File: config.mk
export PLATFORM = sky130hd
export DESIGN_NAME = register_bank
export DESIGN_NICKNAME = d
export VERILOG_FILES = /design/src/rtl/register_bank.sv
export SDC_FILE = /design/constraint.sdc
export NUM_CORES = 1
export LEC_CHECK = 0
export ABC_AREA = 0
export BUFFER_PORTS_ARGS = -buffer_cell sky130_fd_sc_hd__clkbuf_2
export CAP_MARGIN = 30
export CORE_MARGIN = 3
export CORE_UTILIZATION = 36
export DETAILED_ROUTE_END_ITERATION = 6
export GPL_TIMING_DRIVEN = 0
export HOLD_SLACK_MARGIN = 0.12
export PLACE_DENSITY = 0.59
export SLEW_MARGIN = 20
export SYNTH_ARGS = -nofsm -noshare
export SYNTH_HDL_FRONTEND = slang
export SYNTH_SLANG_ARGS = --single-unit
File: constraint.sdc
create_clock -name clk -period 3.2 [get_ports clk]
set_input_delay 0.32 -clock clk [delete_from_list [all_inputs] [get_ports clk]]
set_output_delay 0.32 -clock clk [all_outputs]
set_load 0.1 [all_outputs]
File: src/rtl/register_bank.sv
// ============================================================================
// register_bank
// ----------------------------------------------------------------------------
// Parametrised bank of general-purpose CPU registers. It replaces the separate
// A, B and instruction registers with one indexed storage array.
//
// Registers load from the shared data bus. Two combinational read ports feed
// the ALU and control logic. One selected register can be driven back onto
// the bus. One register per cycle can be incremented or decremented in place,
// with registered carry/zero flags, for stack-pointer and loop-counter use.
//
// Parameters:
//   WIDTH    - data width of every register and of the bus
//   NUM_REGS - number of registers, 2..2**ADDR_W
//   ADDR_W   - width of every register-select input
//
// Ports:
//   clk      in   rising-edge clock
//   clr      in   asynchronous active-high reset (registers and flags -> 0)
//   bus      in   data bus value to load
//   wi       in   write enable: load bus into regs[wsel]
//   wsel     in   write target index
//   inc      in   increment regs[csel]
//   dec      in   decrement regs[csel]
//   csel     in   count target index
//   rsel_a   in   read port A index
//   rsel_b   in   read port B index
//   out_a    out  regs[rsel_a], combinational
//   out_b    out  regs[rsel_b], combinational
//   oe       in   bus output enable
//   osel     in   register to drive onto the bus
//   bus_out  out  regs[osel] when oe=1, else 0 (safe to OR onto the bus)
//   bus_oe   out  copy of oe for the bus mux
//   carry    out  last count operation wrapped
//   zero     out  last count result was 0
//
// Optional feature (macro REGISTER_BANK_BYPASS_EN):
//   When defined, a read port whose index matches an in-range write returns
//   bus in the same cycle (write-to-read forwarding). Count results are never
//   forwarded. Do not enable it where bus_out can feed back into bus, because
//   that forms a combinational loop.
// ============================================================================
module register_bank #(
    parameter int WIDTH    = 8,
    parameter int NUM_REGS = 4,
    parameter int ADDR_W   = 2
) (
    input  logic              clk,
    input  logic              clr,
    input  logic [WIDTH-1:0]  bus,
    input  logic              wi,
    input  logic [ADDR_W-1:0] wsel,
    input  logic              inc,
    input  logic              dec,
    input  logic [ADDR_W-1:0] csel,
    input  logic [ADDR_W-1:0] rsel_a,
    input  logic [ADDR_W-1:0] rsel_b,
    output logic [WIDTH-1:0]  out_a,
    output logic [WIDTH-1:0]  out_b,
    input  logic              oe,
    input  logic [ADDR_W-1:0] osel,
    output logic [WIDTH-1:0]  bus_out,
    output logic              bus_oe,
    output logic              carry,
    output logic              zero
);

    logic [WIDTH-1:0] regs [NUM_REGS];

    logic             wr_en;
    logic             cnt_en;
    logic             cnt_apply;
    logic [WIDTH-1:0] cnt_src;
    logic [WIDTH-1:0] cnt_result;
    logic             cnt_carry;

    // Out-of-range indices decode to nothing, so they read as 0.
    function automatic logic [WIDTH-1:0] read_reg(input logic [ADDR_W-1:0] idx);
        logic [WIDTH-1:0] result;
        result = '0;
        for (int i = 0; i < NUM_REGS; i++) begin
            if (idx == ADDR_W'(i)) begin
                result = regs[i];
            end
        end
        return result;
    endfunction

    function automatic logic in_range(input logic [ADDR_W-1:0] idx);
        logic hit;
        hit = 1'b0;
        for (int i = 0; i < NUM_REGS; i++) begin
            if (idx == ADDR_W'(i)) begin
                hit = 1'b1;
            end
        end
        return hit;
    endfunction

    // A count is valid only when exactly one of inc/dec is set and the target
    // exists. A write to the same register wins and suppresses the count,
    // including its flag update.
    always_comb begin
        wr_en      = wi && in_range(wsel);
        cnt_en     = (inc ^ dec) && in_range(csel);
        cnt_apply  = cnt_en && !(wr_en && (wsel == csel));
        cnt_src    = read_reg(csel);
        cnt_result = inc ? (cnt_src + WIDTH'(1)) : (cnt_src - WIDTH'(1));
        cnt_carry  = inc ? (cnt_src == '1) : (cnt_src == '0);
    end

    // Register array: a write takes priority over a count on the same index.
    // A write and a count on different indices both take effect.
    always_ff @(posedge clk or posedge clr) begin
        if (clr) begin
            for (int i = 0; i < NUM_REGS; i++) begin
                regs[i] <= '0;
            end
        end else begin
            for (int i = 0; i < NUM_REGS; i++) begin
                if (wr_en && (wsel == ADDR_W'(i))) begin
                    regs[i] <= bus;
                end else if (cnt_apply && (csel == ADDR_W'(i))) begin
                    regs[i] <= cnt_result;
                end
            end
        end
    end

    // Flags change only on an applied count. Otherwise they hold.
    always_ff @(posedge clk or posedge clr) begin
        if (clr) begin
            carry <= 1'b0;
            zero  <= 1'b0;
        end else if (cnt_apply) begin
            carry <= cnt_carry;
            zero  <= (cnt_result == '0);
        end
    end

    // Read ports. Stored registers already sit at 0 while clr is high. The
    // forwarding path is also gated by clr so that reads stay 0 during reset.
`ifdef REGISTER_BANK_BYPASS_EN
    always_comb begin
        out_a   = (!clr && wr_en && (rsel_a == wsel)) ? bus : read_reg(rsel_a);
        out_b   = (!clr && wr_en && (rsel_b == wsel)) ? bus : read_reg(rsel_b);
        bus_out = '0;
        if (oe) begin
            bus_out = (!clr && wr_en && (osel == wsel)) ? bus : read_reg(osel);
        end
    end
`else
    always_comb begin
        out_a   = read_reg(rsel_a);
        out_b   = read_reg(rsel_b);
        bus_out = oe ? read_reg(osel) : '0;
    end
`endif

    assign bus_oe = oe;

endmodule
; Word-level counts from Yosys, hierarchy flattened
; Cells that the tools add are included.
[word_totals]
rom_bits = 0
mem_count = 0
mem_bits_rw = 0
elab_cells = 85
out_inout_bits = 27
in_bits = 24
register_bits = 34
latchBits = 0
[classes]
n_mux = 35
reduce_logical = 24
multipliers = 0
n_addsub = 2
eq_ne = 17
bitwise_logic = 1
order_cmp = 0
div = 0
n_shift = 0
[op_table]
columns = operator, n
row1 = 2-to-1 mux 8 bit, 26
row2 = "equality test 2 bit, second input constant", 10
row3 = zero test 8 bit, 2
row4 = logical AND 1 bit, 12
row5 = "equality test 2 x 1 -> 1 bit, second input constant", 5
row6 = zero test 2 bit, 5
row7 = 2-to-1 mux 1 bit, 9
row8 = "adder 8 x 1 -> 8 bit, second input constant", 1
row9 = "equality test 8 bit, second input constant", 1
row10 = nonzero test 2 bit, 4
row11 = "subtractor 8 x 1 -> 8 bit, second input constant", 1
row12 = equality test 2 bit, 1
row13 = zero test 1 bit, 1
row14 = bitwise XOR 1 bit, 1

; Depth between registers and ports, before layout
[depth]
word_depth = 12
mapped_depth = 12
depth_no_buf = 11

; Worst setup path before layout
; OpenSTA, ideal clock, no wires.
[synth_timing]
path_type = in2reg
from = in csel[1]
to = reg regs[5] (netlist name)
slack_ps = 215
t_required_ps = 3070
arrival_ps = 2854
setup_ps = 130
path_buffers = 2
path_stages = 10
path_cell_list = buf_6 -> buf_2 -> mux4_2 -> ha_1 -> nor2b_1 -> a221o_1 -> a2111oi_0 -> or3_2 -> xor2_2 -> o21ai_0
[synth_between]
elab_chain_len = 9
word_cells_on_any_way = 24
classes_between = 2 x add/sub / 4 x eq/ne / 11 x mux / 7 x reduce/logical
[synth_rtl]
columns = item, line_no
row1 = start: declaration, 55  ; input logic [ADDR_W-1:0] csel,
row2 = zero test 2 bit, "82, 93"
row3 = 2-to-1 mux 8 bit / 2-to-1 mux 1 bit (equally long branches) (4 in series), "82, 93"
row4 = subtractor 8 x 1 -> 8 bit (tied with other cells), 108  ; cnt_result = inc ? (cnt_src + WIDTH'(1)) : (cnt_src - WIDTH'(1));
row5 = 2-to-1 mux 8 bit / logical AND 1 bit (equally long branches), "108, 106"
row6 = 2-to-1 mux 8 bit / logical AND 1 bit (equally long branches), 123  ; end else if (cnt_apply && (csel == ADDR_W'(i))) begin
row7 = 2-to-1 mux 8 bit / nonzero test 2 bit (equally long branches), --
row8 = end signal: indexed assignment, 122  ; regs[i] <= bus;
row9 = end signal: indexed assignment, 124  ; regs[i] <= cnt_result;
row10 = end: declaration, 68  ; logic [WIDTH-1:0] regs [NUM_REGS];
; Several ways; a longest one is shown, not always the timed one. The select of a mux whose other input is x is not followed.
; A chain may end at the register's enable or synchronous reset.

; Worst setup path in the final report
; Ends and elaborated chain as after synthesis.

==> results.toml <==
[finish]
fin_nets = 331
final_area_um2 = 3262
final_layout_size_suffix_gt1_frac = 0.3333
layout_commonest_cell = "sky130_fd_sc_hd__clkbuf_2"
mostFrequentLayoutCells = "sky130_fd_sc_hd__clkbuf_2 (41), sky130_fd_sc_hd__dfrtp_1 (34), sky130_fd_sc_hd__mux4_2 (31)"
insertedDiodeCount = 0
area_delta_synth_final_pct = 17.33

[clock_tree]
clock_tree.buffer_depth = 2
worst_setup_hold_path_clk_slew_ns = 0.08
h-tree-depth = 2
cts_tree = "yes"
cts-hold-fix-buffers = 0
cts_buffers = 5
clock_insertion_delay_worst_skew_ns = 0.29
cts_root_buffer = "sky130_fd_sc_hd__clkbuf_8"
numClockSinks = 34

[worst_setup_path]
crit_path_cell_trace = "buf_6 > clkbuf_4 > mux4_2 > ha_1 > nor2b_1 > a221o_1 > a2111oi_1 > or3_2 > xor2_4 > o21ai_0"
worst_ep_arrival_time_ns = 3.24
crit_family = "compound AO/OA/AOI/OAI gates"
worst-path-max-fanout = 10
critical-path-max-stage-delay_ns = 0.59
end_kind = "flip-flop"
path_class = "primary input to flip-flop"
cp.buffers_inverters = 2
worstSetupStartpointType = "primary input"
worstPathRequired_ns = 3.35
worst_path_max_delay_cell = "sky130_fd_sc_hd__mux4_2"

[timing]
setup_violations = 0
skew_ns = 0.007468
final.setup.tns_ns = 0
slew_viol_final = 0
hold_violations = 0
slew_headroom = 0.4677
final_critical_path_setup_slack_ns = 0.1175
final.period_utilization = 0.9633
achievable-frequency_mhz = 324.4
final_period_minus_worst_setup_slack_ns = 3.083
worstMarginPinSlew_ns = 0.7955

[route]
drt_first_pass_iters = 4
post-route-drc-count = 0
routed-via-count = 2427
postRouteWirelength_um = 8668
detail_route.vias_per_cell = 6.083
first_iter_violations = 249
postRouteAntennaNets = 0
drt-wirelength-per-cell_um = 21.72

[grt]
grt_start_max_net_pins = 35
grt_pass1_vias = 2243
grt_first_pass_wirelength_um = 13200
number_of_antenna_violations_at_the_first_check_in_global_routing = 0
grt.total_usage = 0.2026
global_route.overflow_total = 0

[synth]
yosys_register_bits = 34
synth_top_flop_cell = "sky130_fd_sc_hd__dfrtp_1"
synth_fp_nets = 281
synthesis.area_um2 = 2780
synth_enable_flop_cells = 0
synth.yosys.seq_area_share = 0.3060
yosys.cell_types.count = 47
synth-async-reset-ratio = 1.000
synth.avg_cell_area_um2 = 11.17
yosys_warnings = 0
post_synth_inst_count = 249

[power_and_ir_drop]
p_leak_nw = 1.400
max-vdd-ir-drop_uv = 292.6
power.density_cell_area_nw_per_um2 = 1067
post_layout_power_w = 0.003479

[run_status]
outcome = "finished clean"

[floorplan]
pin_count = 51
die_area_um2 = 8813
placement_rows = 31
core-area_um2 = 7370
die_width_um = 93.88
chipHeight_um = 93.88
starting_density = 0.3772

[placement]
port_buffers = 40
placement.cell_area_um2 = 3109
worst_slack_placed_ns = -0.2909
gp_congestion = 0.8994
dp_hpwl_um = 6107

[job]
cap_violations = 0

[worst_hold_path]
hold_class = "primary input to asynchronous set/reset pin"
-- cells by family after synthesis --
family                     synth area share
AOI/OAI and AO/OA                    0.1872
and+or+nand+nor                      0.1166
muxes                                0.2642
DFF                                  0.3060
buffers and inverters               0.05040
xor gates and xnor gates            0.03691
adders and majority gates           0.03870
-- where the power goes --
part / leakage (nW) / internal, W / switching [W] / total (W)
clock network: 0.0524 / 0.000233 / 0.000168 / 0.000401
logic: 0.936 / 0.000700 / 0.00157 / 0.00227
registers: 0.411 / 0.000596 / 0.000215 / 0.000811
-- layout make-up --
type,instances,area (um2)
fill,728,4108
multi-input combinational,185,1818
sequential,34,850.8
timing repair buffer,43,220.2
tap,99,123.9
buffer,18,97.59
clock buffer,7,76.32
inverter,12,45.04
clock inverter,1,30.03
-- Yosys cell counts, types with 4 or more instances --
| master | n | area (um2) |
|---|---|---|
| sky130_fd_sc_hd__buf_2 | 4 | 20.02 |
| sky130_fd_sc_hd__a22oi_1 | 16 | 120.1 |
| sky130_fd_sc_hd__a21oi_1 | 11 | 55.05 |
| sky130_fd_sc_hd__xnor2_1 | 6 | 52.55 |
| sky130_fd_sc_hd__and2_1 | 11 | 68.82 |
| sky130_fd_sc_hd__ha_1 | 7 | 87.58 |
| sky130_fd_sc_hd__nand2_1 | 9 | 33.78 |
| sky130_fd_sc_hd__o22ai_1 | 7 | 43.79 |
| sky130_fd_sc_hd__clkbuf_1 | 10 | 37.54 |
| sky130_fd_sc_hd__nand3_1 | 4 | 20.02 |
| sky130_fd_sc_hd__dfrtp_1 | 34 | 850.8 |
| sky130_fd_sc_hd__o21ai_0 | 17 | 85.08 |
| sky130_fd_sc_hd__a221o_1 | 10 | 100.1 |
| sky130_fd_sc_hd__nor2_1 | 15 | 56.30 |
| sky130_fd_sc_hd__mux4_2 | 31 | 698.2 |
| sky130_fd_sc_hd__inv_1 | 12 | 45.04 |
-- path summary, 6_finish.rpt --
kind / startpoint / endpoint / slack, ns / depth (start not counted)
setup reg to reg: regs[17]$_DFFE_PP0P_ / regs[5]$_DFFE_PP0P_ / 0.15 / 8
min in group clk: bus[0] / regs[24]$_DFFE_PP0P_ / 0.32 / 2
setup / recovery: csel[1] / regs[5]$_DFFE_PP0P_ / 0.12 / 10
hold reg to reg: carry$_DFFE_PP0P_ / carry$_DFFE_PP0P_ / 0.56 / 2
hold / removal: clr / regs[30]$_DFFE_PP0P_ / 0.14 / 2
max in group asynchronous: clr / regs[17]$_DFFE_PP0P_ / 2.58 / 2
-- routing by layer --
| layer | vias to the layer above | routed length (um) | track usage |
|---|---|---|---|
| li1 | 1083 | - | - |
| met1 | 1220 | 3694 | 0.2904 |
| met2 | 114 | 4197 | 0.3193 |
| met3 | 10 | 664 | 0.02724 |
| met4 | 0 | 112 | 0.06137 |
| met5 | - | 0 | 0 |
-- sequential cells by signal (all words and copies together) (netlist names) --
name	flops
regs	32
zero	1
carry	1
-- timing repair --
action	in CTS	in global routing
setup buffers	0	2
endpoints found under the setup margin	5	9
gates resized for setup	1	5
-- through the flow --
step | hold slack (ns) | cells | util
after global placement | 0.5225 | 388 | 0.4212
after global routing | 0.2098 | 399 | 0.4426
after detailed placement | 0.4833 | 388 | 0.4219
after floorplan | 0.4616 | 249 | -
after CTS | 0.1751 | 396 | 0.4363
final | 0.1384 | 399 | 0.4426
(Power assumes the default switching activity.)
